## src/rtl/fetch_decode_stage.sv

```systemverilog
// rtl/fetch_decode_stage.sv - PC register, IF/ID pipeline register and field decode.
// Optional stall/flush performance counters are enabled by FETCH_PERF_CNT_EN.
module fetch_decode_stage #(
  parameter logic [31:0] RESET_PC  = 32'h0000_0000,
  parameter logic [31:0] NOP_INSTR = 32'h0000_0013
) (
  input  logic        clk,
  input  logic        reset,
  input  logic        StallF,
  input  logic        StallD,
  input  logic        FlushD,
  input  logic        PCSrcE,
  input  logic [31:0] PCTargetE,
  output logic [31:0] PCF,
  input  logic [31:0] InstrF,
  output logic [31:0] InstrD,
  output logic [31:0] PCD,
  output logic [31:0] PCPlus4D,
  output logic        ValidD,
  output logic [6:0]  opD,
  output logic [2:0]  funct3D,
  output logic        funct7b5D,
  output logic [4:0]  Rs1D,
  output logic [4:0]  Rs2D,
`ifdef FETCH_PERF_CNT_EN
  output logic [4:0]  RdD,
  output logic [31:0] StallCnt,
  output logic [31:0] FlushCnt
`else
  output logic [4:0]  RdD
`endif
);

  logic [31:0] pcf_q, pcf_d;
  logic [31:0] pc_plus4_f, pc_next;
  logic [31:0] instr_d_q, instr_d_d;
  logic [31:0] pcd_q, pcd_d;
  logic [31:0] pcplus4d_q, pcplus4d_d;
  logic        valid_d_q, valid_d_d;
  logic        unused_tgt_lsbs;

  // Targets are word aligned; the low bits are dropped on purpose.
  assign unused_tgt_lsbs = ^PCTargetE[1:0];

  always_comb begin
    pc_plus4_f = pcf_q + 32'd4;
    pc_next    = PCSrcE ? {PCTargetE[31:2], 2'b00} : pc_plus4_f;
    pcf_d      = pcf_q;
    if (PCSrcE || !StallF) begin
      pcf_d = pc_next;
    end

    instr_d_d  = instr_d_q;
    pcd_d      = pcd_q;
    pcplus4d_d = pcplus4d_q;
    valid_d_d  = valid_d_q;
    if (FlushD) begin
      instr_d_d  = NOP_INSTR;
      pcd_d      = 32'd0;
      pcplus4d_d = 32'd0;
      valid_d_d  = 1'b0;
    end else if (!StallD) begin
      instr_d_d  = InstrF;
      pcd_d      = pcf_q;
      pcplus4d_d = pc_plus4_f;
      valid_d_d  = 1'b1;
    end
  end

  always_ff @(posedge clk) begin
    if (reset) begin
      pcf_q      <= RESET_PC;
      instr_d_q  <= NOP_INSTR;
      pcd_q      <= 32'd0;
      pcplus4d_q <= 32'd0;
      valid_d_q  <= 1'b0;
    end else begin
      pcf_q      <= pcf_d;
      instr_d_q  <= instr_d_d;
      pcd_q      <= pcd_d;
      pcplus4d_q <= pcplus4d_d;
      valid_d_q  <= valid_d_d;
    end
  end

`ifdef FETCH_PERF_CNT_EN
  logic [31:0] stall_cnt_q, stall_cnt_d;
  logic [31:0] flush_cnt_q, flush_cnt_d;

  // Both counters saturate rather than wrap.
  always_comb begin
    stall_cnt_d = stall_cnt_q;
    flush_cnt_d = flush_cnt_q;
    if (StallD && !FlushD && (stall_cnt_q != 32'hFFFF_FFFF)) begin
      stall_cnt_d = stall_cnt_q + 32'd1;
    end
    if (FlushD && (flush_cnt_q != 32'hFFFF_FFFF)) begin
      flush_cnt_d = flush_cnt_q + 32'd1;
    end
  end

  always_ff @(posedge clk) begin
    if (reset) begin
      stall_cnt_q <= 32'd0;
      flush_cnt_q <= 32'd0;
    end else begin
      stall_cnt_q <= stall_cnt_d;
      flush_cnt_q <= flush_cnt_d;
    end
  end

  assign StallCnt = stall_cnt_q;
  assign FlushCnt = flush_cnt_q;
`endif

  assign PCF       = pcf_q;
  assign InstrD    = instr_d_q;
  assign PCD       = pcd_q;
  assign PCPlus4D  = pcplus4d_q;
  assign ValidD    = valid_d_q;
  assign opD       = instr_d_q[6:0];
  assign RdD       = instr_d_q[11:7];
  assign funct3D   = instr_d_q[14:12];
  assign Rs1D      = instr_d_q[19:15];
  assign Rs2D      = instr_d_q[24:20];
  assign funct7b5D = instr_d_q[30];

endmodule

```

## config.mk

```make
export PLATFORM = sky130hd
export DESIGN_NAME = fetch_decode_stage
export DESIGN_NICKNAME = d
export VERILOG_FILES = /design/src/rtl/fetch_decode_stage.sv
export SDC_FILE = /design/constraint.sdc
export NUM_CORES = 1
export LEC_CHECK = 0
export BUFFER_PORTS_ARGS = -buffer_cell sky130_fd_sc_hd__buf_2
export CORE_ASPECT_RATIO = 1.1
export CORE_MARGIN = 2
export CORE_UTILIZATION = 40
export DETAILED_ROUTE_END_ITERATION = 7
export PLACE_DENSITY = 0.68
export SLEW_MARGIN = 20
export SYNTH_ARGS = -nofsm -noshare
export SYNTH_HDL_FRONTEND = slang
export SYNTH_SLANG_ARGS = --single-unit
```

## constraint.sdc

```tcl
create_clock -name clk -period 3.5 [get_ports clk]
set_input_delay 0.175 -clock clk [delete_from_list [all_inputs] [get_ports clk]]
set_output_delay 0.175 -clock clk [all_outputs]
set_load 0.02 [all_outputs]
```

==> reports/metrics.yaml <==
holdCritStartpoint: "InstrF[21]"
routed-via-count: 4991
antenna_left: 0
place_ws_ns: 1.064
r2r-end: "PCF[30]$_SDFFE_PP0N_"
finalSetupViolCount: 0
critPathLaunch: "PCF[10]$_SDFFE_PP0N_"
dieArea_um2: 14910
r2r_slack_ns: 1.03
dpl.cell_count: 962
setup_ws_ns: 1.035
tns_ns: 0
arrival_ns: 2.81
cts_root_buffer: "clkbuf_16"
ys_seq_area_share_pct: 44.15
max_cap_viol_count: 0
reg2reg_depth: 5
worstSetupEndpoint: "PCF[30]$_SDFFE_PP0N_"
r2r-start: "PCF[10]$_SDFFE_PP0N_"
power.density_nw_per_um2: 526.9
yosysWarnings: 0
cts_setup_buffers: 0
antenna_found_initial: 1
initial_core_util_pct: 40.60
synthDistinctLibCells: 43
top_layer_used: "met5"
slew_violations: 0
dr_wl_met3_mm: 1.254
cts-buffers-inserted: 17
postSynthAreaPerCell_um2: 8.868
crit_path_start_kind: "flip-flop"
grt_max_degree: 51
fp.dieW_um: 116.6
layout_common_cells: "buf_2, dfxtp_1, nor2_1"
nNetsFinal: 899
gr-usage-all-layers_pct: 20.86
ys_seq_elements: 123
ir_worst_vdd_uv: 284.6
layout_commonest_cell: "buf_2"
wirelength_mm: 15.78
drc: 0
wl_met2_mm: 7.538
io_buffers: 216
drive_above_1_share_pct: 31.51
finClkSkew_ns: 0.007112
min_period_ns: 2.465
cp_max_fo: 10
rows: 45
h-tree-depth: 4
areaGrowthSynthToFinish_pct: 35.55
syn-cell-area_um2: 5578
dr.pass1.iters: 7
status: "complete, no violations"
cts_tree: "yes"
cts.path.max_buffers: 2
rsz0062_at_grt: "false"
cts_sinks: 123
clk_latency_ns: 0.42
wl_met1_mm: 6.794
finalCritPeriodShare_pct: 70.43
diodes: 0
vias_per_cell: 4.850
drt-initial-drc-count: 186
hold_violations: 0
die_h_um: 127.9
critPathKind: "flip-flop to flip-flop"
syn-instance-count: 629
hold_class: "input port to flip-flop"
final_cells: 1029
grt_pass1_wl_mm: 23.94
io_pins: 225
grt_overflow: 0
power_leakage_nw: 3.480
grt_pass1_vias: 4599
max_slew_margin_pct: 60.23
routedWlPerCell_um: 15.33
worst_pin_slew_ns: 0.5965
dpl.hpwl_mm: 10.49
core-area_um2: 13740
critPathRequiredTime_ns: 3.84
timing.fmax_ghz: 0.4056
crit_path_end_kind: "flip-flop"
path_clk_slew_ns: 0.06
gp_congestion: 0.7860
[report_power, final]
part	internal [W]	leakage, nW	total (W)	switching [W]
Clock	0.00139	0.329	0.00202	0.000633
Combinational	0.000183	2.14	0.000436	0.000254
Sequential	0.00146	1.01	0.00152	0.0000680
Total	0.00303	3.48	0.00398	0.000954
[per-stage QoR]
stage,total power (W),area (µm²),utilization [%],hold WS (ns)
2_1_floorplan,0.001828,5597,-,0.3001
3_3_place_gp,0.001956,6526,47.50,0.3921
3_5_place_dp,0.001960,6526,47.50,0.3990
4_1_cts,0.004016,7561,55.04,0.002399
5_1_grt,0.004126,7561,55.04,0.01376
6_report,0.003984,7561,55.04,0.01854
[repair_timing]
| item | 4_1_cts | 5_1_grt |
|---|---|---|
| gates resized for setup | 0 | 0 |
| hold buffers | 35 | 0 |
| hold endpoints to repair | 35 | 0 |
[state kept, by name (all words and copies together), names as in the netlist]
| register | flops |
|---|---|
| ValidD | 1 |
| InstrD | 32 |
| PCD | 30 |
| PCF | 30 |
| PCPlus4D | 30 |
[worst max-delay path: stages, from the launching register on]
cell and delay [ns]:
dfxtp_1 0.53, nand3_1 0.31, or4_1 0.78, nor4_1 0.38
xor2_1 0.26, o2bb2ai_1 0.14
[area by class of cell]
cell class | instances | area, µm²
tap | 188 | 235.2
clock inverter | 11 | 214.0
multi-input combinational | 421 | 2659
timing repair buffer | 260 | 1501
sequential | 123 | 2462
clock buffer | 21 | 470.5
inverter | 5 | 18.77
fill | 1298 | 6177
[cell families (layout without fill, tap and decap cells)]
| group | after synthesis | after routing | synth area share (%) |
|---|---|---|---|
| muxes | 67 | 67 | 12.02 |
| and+or+nand+nor | 209 | 209 | 17.90 |
| xor gates and xnor gates | 50 | 50 | 7.851 |
| buffers and inverters | 90 | 297 | 8.524 |
| AOI/OAI and AO/OA | 88 | 88 | 9.264 |
| adders and majority gates | 1 | 1 | 0.2243 |
| other | 1 | 6 | 0.06723 |
| DFF | 123 | 123 | 44.15 |
[layer usage]
layer | vias to the layer above | GRT usage, %
li1 | 2500 | -
met3 | 16 | 6.005
met2 | 177 | 35.23
met4 | 2 | 7.266
met5 | - | 0
met1 | 2296 | 25.27
[how the worst min path moves through the flow]
stage / cells after the start / end
2_1_floorplan: 2 / InstrD[0]$_SDFFE_PP1N_
3_3_place_gp: 3 / InstrD[4]$_SDFFE_PP1N_
3_5_place_dp: 3 / InstrD[4]$_SDFFE_PP1N_
4_1_cts: 3 / PCF[16]$_SDFFE_PP0N_
5_1_grt: 3 / PCF[15]$_SDFFE_PP0N_
6_report: 3 / InstrD[21]$_SDFFE_PP0N_
[synth_stat cells, drive strengths merged]
library cell / n / area (µm²)
nor3: 13 / 65.06
and2: 3 / 18.77
o21ai: 26 / 130.1
and4: 2 / 17.52
a31oi: 1 / 6.260
o21a: 2 / 15.01
nand3b: 1 / 7.510
a211oi: 15 / 117.6
nand2: 27 / 101.4
dfxtp: 123 / 2462
or2: 2 / 12.51
buf: 50 / 325.3
nor3b: 1 / 7.510
conb: 1 / 3.750
or3: 6 / 37.54
or4: 3 / 22.52
o21bai: 1 / 7.510
o21ba: 1 / 10.01
o31ai: 1 / 7.510
mux2i: 67 / 670.6
inv: 4 / 15.01
nand3: 13 / 65.06
a311oi: 3 / 26.28
ha: 1 / 12.51
nor4b: 2 / 30.03
and3: 6 / 37.54
o2bb2ai: 1 / 8.760
xnor2: 33 / 289.0
nor4: 10 / 81.33
o22ai: 2 / 12.51
clkbuf: 35 / 131.4
xor2: 17 / 148.9
a21oi: 35 / 175.2
clkinv: 1 / 3.750
nor2: 105 / 394.1
nand4: 11 / 75.07
nor2b: 4 / 25.02
(Power assumes the default switching activity.)
